--- src/rtl/register_file_pkg.sv ---
`default_nettype none
// ============================================================================
// Module      : register_file_pkg
// Description : Shared datapath widths and types used by decode, ALU,
//               writeback and the register file.
// Revision    : 1.0 - initial release
// ============================================================================
package register_file_pkg;

    localparam int c_data_w = 16;
    localparam int c_addr_w = 3;
    localparam int c_num_regs = 1 << c_addr_w;

    typedef logic [c_addr_w-1:0] reg_addr_t;
    typedef logic [c_data_w-1:0] word_t;

    // Value loaded into a register by the bring-up init strobe.
    function automatic word_t index_word(input reg_addr_t idx);
        return word_t'(idx);
    endfunction

endpackage
`default_nettype wire

--- src/rtl/register_file_if.sv ---
`default_nettype none
// ============================================================================
// Module      : register_file_if
// Description : Read/write port bundle between decode/writeback and the
//               register file.
// Revision    : 1.0 - initial release
// ============================================================================
interface register_file_if
    import register_file_pkg::*;
#(
    parameter int N = c_data_w,
    parameter int M = c_addr_w
);

    logic         Reg_Write;
    logic [M-1:0] Reg_write_ad;
    logic [N-1:0] Reg_write_data;
    logic [M-1:0] Reg_read_ad_1;
    logic [M-1:0] Reg_read_ad_2;
    logic         inr_check;
    logic [N-1:0] Reg_read_data_1;
    logic [N-1:0] Reg_read_data_2;

    modport master (
        output Reg_Write,
        output Reg_write_ad,
        output Reg_write_data,
        output Reg_read_ad_1,
        output Reg_read_ad_2,
        output inr_check,
        input  Reg_read_data_1,
        input  Reg_read_data_2
    );

    modport slave (
        input  Reg_Write,
        input  Reg_write_ad,
        input  Reg_write_data,
        input  Reg_read_ad_1,
        input  Reg_read_ad_2,
        input  inr_check,
        output Reg_read_data_1,
        output Reg_read_data_2
    );

endinterface
`default_nettype wire

--- src/rtl/register_file_read_mux.sv ---
`default_nettype none
// ============================================================================
// Module      : register_file_read_mux
// Description : 2^M:1 N-bit combinational read selector.
// Revision    : 1.0 - initial release
// ============================================================================
module register_file_read_mux
    import register_file_pkg::*;
#(
    parameter int N = c_data_w,
    parameter int M = c_addr_w
) (
    input  wire logic [N-1:0] i_regs [1 << M],
    input  wire logic [M-1:0] i_sel,
    output logic      [N-1:0] o_data
);

    assign o_data = i_regs[i_sel];

endmodule
`default_nettype wire

--- src/rtl/register_file.sv ---
`default_nettype none
// ============================================================================
// Module      : register_file
// Description : 2^M x N register file, two combinational read ports, one
//               synchronous write port, synchronous clear and index-init.
// Revision    : 1.0 - initial release
// ============================================================================
module register_file
    import register_file_pkg::*;
#(
    parameter int N = c_data_w,
    parameter int M = c_addr_w
) (
    input wire logic        Clock,
    input wire logic        Reset,
    register_file_if.slave  bus
);

    localparam int c_regs = 1 << M;

    // The init strobe stores each register's own index, so it must fit in N bits.
    generate
        if (M < 1) begin : g_bad_addr_w
            $error("register_file: M must be at least 1");
        end
        if (N < M) begin : g_bad_data_w
            $error("register_file: N must be at least M");
        end
    endgenerate

    logic [N-1:0] r_regs [c_regs];

    // Priority: clear, then index-init, then the write port.
    always_ff @(posedge Clock) begin
        if (Reset) begin
            for (int i = 0; i < c_regs; i++) begin
                r_regs[i] <= '0;
            end
        end else if (bus.inr_check) begin
            for (int i = 0; i < c_regs; i++) begin
                r_regs[i] <= N'(i);
            end
        end else if (bus.Reg_Write) begin
            r_regs[bus.Reg_write_ad] <= bus.Reg_write_data;
        end
    end

    register_file_read_mux #(
        .N (N),
        .M (M)
    ) u_read_mux_1 (
        .i_regs (r_regs),
        .i_sel  (bus.Reg_read_ad_1),
        .o_data (bus.Reg_read_data_1)
    );

    register_file_read_mux #(
        .N (N),
        .M (M)
    ) u_read_mux_2 (
        .i_regs (r_regs),
        .i_sel  (bus.Reg_read_ad_2),
        .o_data (bus.Reg_read_data_2)
    );

endmodule
`default_nettype wire

--- src/flat_wrapper.sv ---
// flat-port wrapper written by rule: the top's interface ports become plain ports
module register_file_flat import register_file_pkg::*;
#(
    parameter int N = c_data_w,
    parameter int M = c_addr_w
)
  (Clock, Reset, bus_Reg_Write, bus_Reg_write_ad, bus_Reg_write_data, bus_Reg_read_ad_1, bus_Reg_read_ad_2, bus_inr_check, bus_Reg_read_data_1, bus_Reg_read_data_2);
  register_file_if #(.N(N), .M(M)) bus_i ();
  input wire logic Clock;
  input wire logic Reset;
  input wire logic [$bits(bus_i.Reg_Write)-1:0] bus_Reg_Write;
  input wire logic [$bits(bus_i.Reg_write_ad)-1:0] bus_Reg_write_ad;
  input wire logic [$bits(bus_i.Reg_write_data)-1:0] bus_Reg_write_data;
  input wire logic [$bits(bus_i.Reg_read_ad_1)-1:0] bus_Reg_read_ad_1;
  input wire logic [$bits(bus_i.Reg_read_ad_2)-1:0] bus_Reg_read_ad_2;
  input wire logic [$bits(bus_i.inr_check)-1:0] bus_inr_check;
  output wire logic [$bits(bus_i.Reg_read_data_1)-1:0] bus_Reg_read_data_1;
  output wire logic [$bits(bus_i.Reg_read_data_2)-1:0] bus_Reg_read_data_2;
  assign bus_i.Reg_Write = bus_Reg_Write;
  assign bus_i.Reg_write_ad = bus_Reg_write_ad;
  assign bus_i.Reg_write_data = bus_Reg_write_data;
  assign bus_i.Reg_read_ad_1 = bus_Reg_read_ad_1;
  assign bus_i.Reg_read_ad_2 = bus_Reg_read_ad_2;
  assign bus_i.inr_check = bus_inr_check;
  assign bus_Reg_read_data_1 = bus_i.Reg_read_data_1;
  assign bus_Reg_read_data_2 = bus_i.Reg_read_data_2;
  register_file #(.N(N), .M(M)) u_core (.Clock(Clock), .Reset(Reset), .bus(bus_i));
endmodule
--- config.mk ---
export PLATFORM = sky130hd
export DESIGN_NAME = register_file_flat
export DESIGN_NICKNAME = d
export VERILOG_FILES = /design/src/rtl/register_file_pkg.sv /design/src/rtl/register_file_if.sv /design/src/rtl/register_file_read_mux.sv /design/src/rtl/register_file.sv /design/src/flat_wrapper.sv
export SDC_FILE = /design/constraint.sdc
export NUM_CORES = 1
export LEC_CHECK = 0
export ABC_CLOCK_PERIOD_IN_PS = 3500
export CORE_MARGIN = 3
export CORE_UTILIZATION = 58
export CTS_CLUSTER_DIAMETER = 120
export CTS_CLUSTER_SIZE = 24
export DETAILED_ROUTE_END_ITERATION = 16
export PLACE_DENSITY = 0.89
export SYNTH_ARGS = -nofsm -noshare
export SYNTH_HDL_FRONTEND = slang
export SYNTH_HIERARCHICAL = 1
export SYNTH_SLANG_ARGS = --single-unit
--- constraint.sdc ---
create_clock -name Clock -period 3.5 [get_ports Clock]
set_input_delay 1.05 -clock Clock [delete_from_list [all_inputs] [get_ports Clock]]
set_output_delay 1.05 -clock Clock [all_outputs]
set_load 0.01 [all_outputs]
==> impl_metrics.tcl <==
set metrics [dict create \
    status "finished, final reports clean" \
    ys_ff_latch 128 \
    critical_path_class "in2out" \
    max_cap_viol_count 0 \
    cts_tree "yes" \
    grt_remaining_overflow 0 \
    area_delta_synth_final_pct 21.8 \
    cp-start-kind "input port" \
    vias_per_cell 7.14 \
    dr.pass1.iters 7 \
    detail-route-antenna-nets 0 \
    grt_usage_pct 35.4 \
    clk_pin_slew_ns 0.06 \
    vias 6514 \
    drive_above_1_share_pct 20.8 \
    wl_met1_um 7810 \
    critPathMaxFanout 6 \
    syn-num-nets 736 \
    first_iter_violations 855 \
    io_pins 61 \
    syn_inst 707 \
    holdWs_ns 0.469 \
    clock_latency_ns 0.42 \
    pwr_density_cell_nw_per_um2 456 \
    grt_max_degree 44 \
    synth_sequential_area_ratio_pct 37.3 \
    synth_flop_cell "dfxtp_1" \
    cp.arrival_ns 2.45 \
    clock_skew_ns 0 \
    met2_length_um 10700 \
    ys_top_cells_by_count "232 x nand2_1, 128 x dfxtp_1, 116 x a21oi_1, 56 x mux4_1, 36 x nor3_1" \
    finish.utilization_pct 72.6 \
    synth.area.top_cells "dfxtp_1 37%, mux4_1 21%, nand2_1 13%, a21oi_1 8.5%, mux2_2 5.2%" \
    finalSetupTns_ns 0 \
    finalHoldViolCount 0 \
    switching_power_mw 0.924 \
    nNetsFinal 786 \
    cts.htree.levels 4 \
    rr_worst_depth 2 \
    async_flop_share_pct 0 \
    period_share_pct 99.9 \
    grt_pass1_wl_um 34600 \
    slew_viol_final 0 \
    setup_viol_count_final 0 \
    grt_pass1_vias 6482 \
    place.port_buffers 60 \
    reg2reg_slack_ns 2.66 \
    intPower_mw 2.89 \
    cp-end-kind "primary output" \
    comb_power_share_pct 10.5 \
    regMostFlops "u_core/r_regs" \
    cts_max_path_buffers 2 \
    max_freq_ghz 0.286 \
    regToRegStartpoint "u_core/r_regs[57]$_SDFFE_PP0P_" \
    drt-total-wl_um 23800 \
    num_rows 39 \
    fill_cells 716 \
    synth_top_area_share_pct 37.3 \
    hold_depth 2 \
    die_h_um 115 \
    p_sw_share_pct 24.2 \
    hpwl_um 12600 \
    place_inst 866 \
    post_synth_num_cell_types 22 \
    largest_reg_flops 128 \
    top_layer "met4" \
    yosysWarnings 6 \
    route.detailed.drc 0 \
    worst_slew_pin_slew_ns 0.653 \
    seq_power_share_pct 39.2 \
    gp_congestion 0.826 \
    met3_length_um 3610 \
    slew_headroom_pct 56.2 \
    cts.sinks 128 \
    min_to "u_core/r_regs[24]$_SDFFE_PP0P_" \
    die_w_um 115 \
    top_regs "u_core/r_regs x128" \
    clkPwrFrac_pct 50.3 \
    leakagePower_nw 3.14 \
    hold_buffers 0 \
    syn_area_per_cell_um2 9.72 \
    fp.coreArea_um2 11500 \
    wl_per_cell_um 26.1 \
    period_needed_ns 3.50 \
    ir_drop_uv 264 \
    reg2reg_to "u_core/r_regs[57]$_SDFFE_PP0P_" \
    initial_utilization_pct 59.6 \
    hold_path_startpoint "u_core/r_regs[24]$_SDFFE_PP0P_" \
    clk_root_buffer_cell "clkbuf_16" \
    dieArea_um2 13200 \
    antenna_found_initial 0 \
    synth_top_area_cell "dfxtp_1" \
    synth-edff-count 0 \
    yosysMostFrequentCell "nand2_1" \
    cts_buffers 17 \
    fin_cells 912 \
    antenna_cells 0 \
    syn_area_um2 6870 \
    required_ns 2.45 \
    min_path_type "reg2reg" \
]
==> cell type report <==
class                      instances  area (um2)  share of cell area [%]
tap                              143         179                    2.14
timing repair buffer             113        1240                    14.8
multi-input combinational        497        3750                    44.8
clock inverter                    12         181                    2.17
clock buffer                      19         453                    5.41
sequential                       128        2560                    30.6
==> routing by layer <==
| layer | GRT usage [%] | vias to the layer above |
|---|---|---|
| met1 | 42.0 | 2994 |
| met4 | 21.3 | 0 |
| met3 | 12.0 | 212 |
| li1 | - | 2613 |
| met2 | 55.8 | 695 |
| met5 | 0 | - |
==> how the worst max path moves through the flow <==
stage,start,to,slack [ns],cells after the start
after global routing,bus_Reg_read_ad_2[0],bus_Reg_read_data_2[12],-0.002,6
after detailed placement,bus_Reg_read_ad_2[2],bus_Reg_read_data_2[10],-0.49,5
final,bus_Reg_read_ad_2[0],bus_Reg_read_data_2[5],0.002,5
after CTS,bus_Reg_read_ad_2[0],bus_Reg_read_data_2[11],-0.03,5
after floorplan,bus_Reg_read_ad_1[0],bus_Reg_read_data_1[12],0.33,4
after global placement,bus_Reg_read_ad_2[2],bus_Reg_read_data_2[10],-0.48,5
==> stage by stage <==
step,worst slack [ns],power (mW),cell area [um2]
floorplan,0.328,1.73,6870
global placement,-0.480,1.84,7530
detailed placement,-0.492,1.86,7530
CTS,-0.0257,3.76,8290
global route,-0.00218,3.88,8370
finish,0.00234,3.82,8370
==> power groups by stage <==
| stage | clock (mW) | combinational, mW | sequential [mW] |
|---|---|---|---|
| floorplan | 0 | 0.214 | 1.52 |
| global placement | 0 | 0.319 | 1.52 |
| detailed placement | 0 | 0.330 | 1.53 |
| CTS | 1.89 | 0.368 | 1.50 |
| global route | 1.98 | 0.410 | 1.50 |
| finish | 1.92 | 0.399 | 1.50 |
==> cells by family after synthesis <==
family	share of synthesized area, %
buffers and inverters	6.99
DFF	37.3
muxes	29.3
AOI/OAI and AO/OA	8.45
and+or+nand+nor	18.0
==> critical path: stages <==
cell           delay [ns]
buf_12               0.13
buf_12               0.14
mux4_1               0.55
mux2_2               0.29
dlygate4sd2_1        0.29
==> layout by cell type (no fill, tap or decap) <==
cell | synthesis | routed
nand2_1 | 232 | 232
dfxtp_1 | 128 | 128
a21oi_1 | 116 | 116
nor3_1 | 36 | 36
buf_4 | 10 | 33
mux4_2 | 8 | 32
mux4_1 | 56 | 32
mux2_2 | 32 | 29
clkdlybuf4s50_1 | 0 | 24
clkbuf_16 | 0 | 20
clkdlybuf4s15_1 | 0 | 14
buf_12 | 0 | 12
dlygate4sd2_1 | 0 | 12
buf_2 | 25 | 6
bufinv_16 | 0 | 4
buf_16 | 0 | 4
clkinv_4 | 0 | 3
and4bb_1 | 3 | 3
nand4bb_1 | 3 | 3
and4b_1 | 3 | 3
nand4b_1 | 3 | 3
mux2_4 | 0 | 3
clkbuf_8 | 0 | 2
clkinv_2 | 0 | 2
inv_6 | 0 | 2
clkbuf_2 | 11 | 2
buf_8 | 0 | 2
clkinvlp_4 | 0 | 1
nor4b_4 | 1 | 1
or4b_1 | 1 | 1
or2_4 | 0 | 1
and4_1 | 1 | 1
nand4_1 | 1 | 1
buf_6 | 12 | 1
==> what timing repair did <==
item	in CTS	in global routing
buffers inserted	7	1
gates resized for setup	102	23
cloned	4	3
setup endpoints to repair	32	26
Power figures use the tool's default switching activity.
